### src/rtl/alu_pkg.sv
// Shared opcode and state definitions for the pipelined ALU.
// Optional multiplier is enabled with `define ALU_MUL_EN.
package alu_pkg;

   localparam logic [3:0] OP_AND   = 4'd0;
   localparam logic [3:0] OP_PASSB = 4'd1;
   localparam logic [3:0] OP_ADD   = 4'd2;
   localparam logic [3:0] OP_MERGE = 4'd3;
   localparam logic [3:0] OP_SHL   = 4'd4;
   localparam logic [3:0] OP_SUB   = 4'd5;
   localparam logic [3:0] OP_OR    = 4'd6;
   localparam logic [3:0] OP_XOR   = 4'd7;
   localparam logic [3:0] OP_SHR   = 4'd8;
   localparam logic [3:0] OP_SRA   = 4'd9;
   localparam logic [3:0] OP_MUL   = 4'd10;
   localparam logic [3:0] OP_CMP   = 4'd11;

   typedef enum logic {
      ST_IDLE     = 1'b0,
      ST_MUL_BUSY = 1'b1
   } state_t;

endpackage

### src/rtl/alu_mul_iter.sv
// Iterative shift-add multiplier: one partial product per cycle, WIDTH cycles,
// low WIDTH bits of the unsigned product. Built only under ALU_MUL_EN.
module alu_mul_iter
   import alu_pkg::*;
#(
   parameter int WIDTH = 16
) (
   input  logic             CLK,
   input  logic             RST_N,
   input  logic             start,
   input  logic [WIDTH-1:0] a,
   input  logic [WIDTH-1:0] b,
   output logic             busy,
   output logic             done,
   output logic [WIDTH-1:0] product
);

   localparam int CW = $clog2(WIDTH) + 1;

   logic [WIDTH-1:0] mcand;
   logic [WIDTH-1:0] mplier;
   logic [WIDTH-1:0] acc;
   logic [WIDTH-1:0] step;
   logic [CW-1:0]    count;
   logic             busy_q;

   // The final step is presented combinationally so the result lands on the last busy edge.
   assign step    = acc + (mplier[0] ? mcand : '0);
   assign product = step;
   assign busy    = busy_q;
   assign done    = busy_q && (count == CW'(1));

   always_ff @(posedge CLK or negedge RST_N) begin
      if (!RST_N) begin
         mcand  <= '0;
         mplier <= '0;
         acc    <= '0;
         count  <= '0;
         busy_q <= 1'b0;
      end else if (start) begin
         mcand  <= a;
         mplier <= b;
         acc    <= '0;
         count  <= CW'(WIDTH);
         busy_q <= 1'b1;
      end else if (busy_q) begin
         acc    <= step;
         mcand  <= mcand << 1;
         mplier <= mplier >> 1;
         count  <= count - 1'b1;
         if (count == CW'(1)) busy_q <= 1'b0;
      end
   end

endmodule

### src/rtl/alu_pipe.sv
// Handshaked ALU with a one-entry registered output stage.
// `define ALU_MUL_EN adds the iterative multiplier (OP 10); otherwise OP 10 is illegal.
module alu_pipe
   import alu_pkg::*;
#(
   parameter int WIDTH = 16,
   parameter int SHW   = $clog2(WIDTH)
) (
   input  logic             CLK,
   input  logic             RST_N,
   input  logic             IN_VALID,
   output logic             IN_READY,
   input  logic [3:0]       OP,
   input  logic [WIDTH-1:0] INPUTA,
   input  logic [WIDTH-1:0] INPUTB,
   output logic             OUT_VALID,
   input  logic             OUT_READY,
   output logic [WIDTH-1:0] OUT,
   output logic             ZERO,
   output logic             EQUAL,
   output logic             CARRY,
   output logic             NEG,
   output logic             OVF,
   output logic             ILLEGAL
);

   localparam int H = WIDTH / 2;

   state_t           state;
   state_t           next_state;
   logic             in_ready;
   logic             accept;
   logic             is_mul;
   logic             load_alu;
   logic             drain;
   logic [WIDTH-1:0] res;
   logic             res_carry;
   logic             res_ovf;
   logic             res_illegal;
   logic [WIDTH:0]   sum;
   logic [WIDTH:0]   diff;
   logic             shift_big;
   logic [SHW-1:0]   sh;
   logic [WIDTH-1:0] out_q;
   logic             out_valid_q;
   logic             zero_q;
   logic             equal_q;
   logic             carry_q;
   logic             ovf_q;
   logic             illegal_q;

`ifdef ALU_MUL_EN
   logic             mul_start;
   logic             mul_busy;
   logic             mul_done;
   logic [WIDTH-1:0] mul_product;

   assign mul_start = accept && is_mul;

   alu_mul_iter #(.WIDTH(WIDTH)) u_mul (
      .CLK     (CLK),
      .RST_N   (RST_N),
      .start   (mul_start),
      .a       (INPUTA),
      .b       (INPUTB),
      .busy    (mul_busy),
      .done    (mul_done),
      .product (mul_product)
   );
`endif

   always_ff @(posedge CLK or negedge RST_N) begin
      if (!RST_N) state <= ST_IDLE;
      else        state <= next_state;
   end

   always_comb begin
      next_state = state;
`ifdef ALU_MUL_EN
      case (state)
         ST_IDLE:     if (accept && is_mul) next_state = ST_MUL_BUSY;
         ST_MUL_BUSY: if (mul_done) next_state = ST_IDLE;
         default:     next_state = ST_IDLE;
      endcase
`else
      next_state = ST_IDLE;
`endif
   end

   always_comb begin
      in_ready = RST_N && (state == ST_IDLE) && (!out_valid_q || OUT_READY);
      is_mul   = 1'b0;
`ifdef ALU_MUL_EN
      in_ready = in_ready && !mul_busy;
      is_mul   = (OP == OP_MUL);
`endif
      accept   = IN_VALID && in_ready;
      load_alu = accept && !is_mul;
   end

   assign drain = out_valid_q && OUT_READY;

   always_comb begin
      res         = '0;
      res_carry   = 1'b0;
      res_ovf     = 1'b0;
      res_illegal = 1'b0;
      sum         = {1'b0, INPUTA} + {1'b0, INPUTB};
      diff        = {1'b0, INPUTA} - {1'b0, INPUTB};
      // Shift amount is the whole of A, so anything past the datapath saturates.
      shift_big   = (INPUTA >= WIDTH'(WIDTH));
      sh          = INPUTA[SHW-1:0];
      case (OP)
         OP_AND:   res = INPUTA & INPUTB;
         OP_PASSB: res = INPUTB;
         OP_ADD: begin
            res       = sum[WIDTH-1:0];
            res_carry = sum[WIDTH];
            res_ovf   = (INPUTA[WIDTH-1] == INPUTB[WIDTH-1]) && (sum[WIDTH-1] != INPUTA[WIDTH-1]);
         end
         OP_MERGE: res = {INPUTA[H-1:0], INPUTB[WIDTH-1:H]};
         OP_SHL:   res = shift_big ? '0 : (INPUTB << sh);
         OP_SUB, OP_CMP: begin
            res       = (OP == OP_SUB) ? diff[WIDTH-1:0] : '0;
            res_carry = !diff[WIDTH];
            res_ovf   = (INPUTA[WIDTH-1] != INPUTB[WIDTH-1]) && (diff[WIDTH-1] != INPUTA[WIDTH-1]);
         end
         OP_OR:    res = INPUTA | INPUTB;
         OP_XOR:   res = INPUTA ^ INPUTB;
         OP_SHR:   res = shift_big ? '0 : (INPUTB >> sh);
         OP_SRA:   res = shift_big ? {WIDTH{INPUTB[WIDTH-1]}} : WIDTH'($signed(INPUTB) >>> sh);
         default:  res_illegal = 1'b1;
      endcase
   end

   always_ff @(posedge CLK or negedge RST_N) begin
      if (!RST_N) begin
         out_q       <= '0;
         out_valid_q <= 1'b0;
         zero_q      <= 1'b0;
         equal_q     <= 1'b0;
         carry_q     <= 1'b0;
         ovf_q       <= 1'b0;
         illegal_q   <= 1'b0;
      end else begin
         if (accept) equal_q <= (INPUTA == INPUTB);
         if (load_alu) begin
            out_q       <= res;
            zero_q      <= (res == '0);
            carry_q     <= res_carry;
            ovf_q       <= res_ovf;
            illegal_q   <= res_illegal;
            out_valid_q <= 1'b1;
         end
`ifdef ALU_MUL_EN
         else if (mul_done) begin
            out_q       <= mul_product;
            zero_q      <= (mul_product == '0);
            carry_q     <= 1'b0;
            ovf_q       <= 1'b0;
            illegal_q   <= 1'b0;
            out_valid_q <= 1'b1;
         end
`endif
         else if (drain) begin
            out_valid_q <= 1'b0;
         end
      end
   end

   assign IN_READY  = in_ready;
   assign OUT_VALID = out_valid_q;
   assign OUT       = out_q;
   assign ZERO      = zero_q;
   assign EQUAL     = equal_q;
   assign CARRY     = carry_q;
   assign NEG       = out_q[WIDTH-1];
   assign OVF       = ovf_q;
   assign ILLEGAL   = illegal_q;

endmodule

### config.mk
export PLATFORM = sky130hd
export DESIGN_NAME = alu_pipe
export DESIGN_NICKNAME = d
export VERILOG_FILES = /design/src/rtl/alu_pkg.sv /design/src/rtl/alu_mul_iter.sv /design/src/rtl/alu_pipe.sv
export SDC_FILE = /design/constraint.sdc
export NUM_CORES = 1
export LEC_CHECK = 0
export CELL_PAD_IN_SITES_DETAIL_PLACEMENT = 1
export CELL_PAD_IN_SITES_GLOBAL_PLACEMENT = 2
export CORE_MARGIN = 2
export CORE_UTILIZATION = 30
export DETAILED_ROUTE_END_ITERATION = 6
export PLACE_DENSITY_LB_ADDON = 0.1
export SLEW_MARGIN = 20
export SYNTH_ARGS = -nofsm -noshare
export SYNTH_HDL_FRONTEND = slang
export SYNTH_SLANG_ARGS = --single-unit
### constraint.sdc
create_clock -name CLK -period 3.63 [get_ports CLK]
set_input_delay 0.363 -clock CLK [delete_from_list [all_inputs] [get_ports CLK]]
set_output_delay 0.363 -clock CLK [all_outputs]
set_load 0.005 [all_outputs]
==> results.yml <==
routing:
  detailedRoute.firstIterationViolations: 555
  detailroute.via_count: 7344
  final_antenna_net_count: 0
  drt_first_pass_iters: 5
  wl_per_cell_um: 25.7
  viasPerCell: 5.97
  drt_wl_total_mm: 31.6
  detail_route.drc_violations: 0
place:
  detailedPlacementHpwl_mm: 26.3
  io_buffers: 63
  gpl.final_weighted_congestion: 0.962
timing:
  maxSlewHeadroom: 0.562
  slew_viol_final: 0
  final_period_minus_worst_setup_slack_ns: 3.48
  tns_ns: 0
  timing.final.crit_share: 0.958
  grt_setup_unrepaired: "false"
  timing.fmax_mhz: 288
  timing.final.hold_violations: 0
  tightest_slew_ns: 0.654
  timing.final.setup_violations: 0
  finClkSkew_ns: 0.00117
outcome:
  run_status: "completed"
clock_network:
  cts_inserted_buffers: 3
  holdBufCountCts: 0
  clock_latency_on_the_worst_skew_pair_ns: 0.25
  cts_sinks: 22
  clock_transition_at_the_registers_of_the_reported_paths_ns: 0.05
  ctsLongestPathBuffers: 2
  clk_root_buffer_cell: "sky130_fd_sc_hd__clkbuf_16"
  cts-htree-levels: 1
  tritoncts: "built"
grt:
  vias_in_the_first_global_route: 7573
  grt_max_degree: 46
  track_usage: 0.295
  grt_overflow_total: 0
  global_route_wire_length_before_repair_mm: 48.0
  grt_antenna_before_repair: 1
synthesis:
  synth_cell_types: 85
  synthesis.nets: 901
  synthesized_area_per_cell_sq_um: 7.40
  mappedNetlistArea_sq_mm: 0.00599
  synth_async_sr_flop_share: 1.00
  synth-seq-cells: 22
  ys_seq_area_frac: 0.0919
  synth_enable_flop_cells: 0
  ys.warnings.count: 0
  netlist_instances: 809
  synth_ff_type: "sky130_fd_sc_hd__dfrtp_1"
critical_path:
  path_class: "input pin to register"
  setup.worst_path.start_class: "input pin"
  worst_r2r_endpoint: "ZERO"
  rrSetupSlack_ns: 1.34
  critPathSlowestCell: "sky130_fd_sc_hd__clkdlybuf4s50_1"
  depth_of_the_worst_register_to_register_path: 10
  setup.worst_path.end_class: "register"
  critical_path.reg2reg.startpoint: "OUT_VALID"
  timing.critical_path.slowest_cell_delay_ns: 0.48
  path_max_fanout: 10
  critPathArrivalTime_ns: 3.62
  crit_chain: "clkdlybuf4s50_1, inv_1, ha_1, buf_12, nor2b_1, a211oi_2, o31ai_4, o311ai_0, a221oi_1, buf_4, o221a_1, nand3_1, nor3_2, a32o_1"
  worst_ep_required_time_ns: 3.77
power:
  switching_fraction: 0.435
  power.share.combinational: 0.680
  clockPowerShare: 0.145
  p_leak_uw: 0.00345
  p_sw_uw: 752
  power.share.sequential: 0.175
  vdd_ir_drop_max_mv: 0.135
  p_per_area_mw_per_mm2: 217
  power.total_uw: 1730
  internal_power_uw: 978
die:
  io_pins: 64
  fp.dieW_um: 145
  start_util: 0.307
  design.core.area_sq_mm: 0.0195
  placementRows: 51
  die_height_um: 145
  design.die.area_sq_mm: 0.0211
finish:
  areaGrowthSynthToFinish_pct: 33.0
  num_antenna_cells: 0
  final.fill_count: 2462
  multiInputGateArea_sq_mm: 0.00489
  register_area_sq_um: 551
  layout-drive-gt1-share: 0.239
  final_nets: 1058
hold_path:
  worstHoldEndpoint: "OVF"
  worstHoldPathType: "register to register"
  worstHoldStart: "OVF"
  worstHoldPathCells: 2
job:
  max_cap_viol_count: 0
## cell families after synthesis
logic type	Yosys count	synth area share
flip-flops	22	0.0919
XOR/XNOR	1	0.00146
AO/OA/AOI/OAI	264	0.302
multiplexers	64	0.163
buffers and inverters	128	0.0978
AND/OR/NAND/NOR	278	0.232
adder cells (fa/ha/maj)	52	0.111
## critical path: cells and delay by family
kind / cells / cell delay, ns
compound gates: 6 / 1.68
buf+inv: 4 / 0.90
fa+ha+maj: 1 / 0.38
simple gates: 3 / 0.29
## routing by layer
layer / up-vias / wire length (um) / GRT usage
li1: 3330 / - / -
met1: 3659 / 13700 / 0.395
met2: 296 / 14500 / 0.480
met3: 59 / 2160 / 0.0535
met4: 0 / 1240 / 0.0990
met5: - / 0 / 0
## cell usage after synthesis, drive strengths merged, types with 9 or more instances
master   n  area share
o21ai   70       0.058
dfrtp   22       0.092
inv     58       0.036
mux2i   25       0.042
mux2    14       0.028
a211oi  15       0.022
o211ai  14       0.018
nand2   93       0.058
clkbuf  33       0.021
mux4    25       0.094
a21oi   49       0.041
and3    12       0.013
nor3    23       0.022
nor2    57       0.036
a22oi    9       0.011
buf     37       0.041
nand3   25       0.021
nand2b  11       0.011
a31oi   17       0.019
ha      50        0.10
## final cells by class
type,instances,share of cell area
well taps,265,0.0416
inverters,58,0.0273
multi-input cells,659,0.614
flip-flops and latches,22,0.0691
clock buffers,4,0.0112
repair buffers,222,0.237
## power groups by stage
stage	Combinational, uW	Clock [uW]	Sequential [uW]
finish	1180	251	303
global route	1260	270	308
CTS	1150	258	304
detailed placement	1150	0	308
global placement	1130	0	305
floorplan	570	0	307
## flip-flops by register name (all words and copies together) (netlist names)
register	count
CARRY	1
EQUAL	1
ILLEGAL	1
OUT	16
OUT_VALID	1
OVF	1
ZERO	1
## how the worst max path moves through the flow
stage | start | endpoint | slack (ns) | cells after the start
global placement | INPUTB[0] | ZERO | -0.22 | 16
detailed placement | INPUTB[0] | ZERO | -0.33 | 15
global route | INPUTB[0] | CARRY | 0.04 | 15
CTS | INPUTB[0] | ZERO | 0.003 | 15
finish | INPUTA[3] | ZERO | 0.15 | 14
floorplan | INPUTA[2] | ZERO | 0.53 | 14
## stage by stage
step	area [sq um]	utilization	instances	hold WS, ns	worst slack, ns
2_1_floorplan	5990	-	809	0.0674	0.531
3_3_place_gp	7830	0.401	1225	0.466	-0.220
3_5_place_dp	7830	0.401	1225	0.470	-0.325
4_1_cts	7920	0.406	1229	0.484	0.00293
5_1_grt	7960	0.408	1230	0.517	0.0435
6_report	7960	0.408	1230	0.481	0.153
## layout by cell type, fill, tap and decap left out, drive strengths merged, types with 8 or more instances in the layout
cell type	count
buf	162
nand2	93
o21ai	70
clkdlybuf4s50	60
inv	58
nor2	57
ha	50
a21oi	49
nand3	25
mux4	25
mux2i	25
nor3	23
dfrtp	22
a31oi	17
a211oi	15
o211ai	14
mux2	14
and3	12
nand2b	11
a22oi	9
nor2b	8
or3	8
## timing repair
action / CTS / global route
pin swaps: 0 / 2
setup endpoints to repair: 1 / 2
cloned: 0 / 0
setup buffers: 0 / 1
resized for setup: 1 / 6
hold endpoints to repair: 0 / 0
Note: power is estimated with default switching activity, not from simulation.
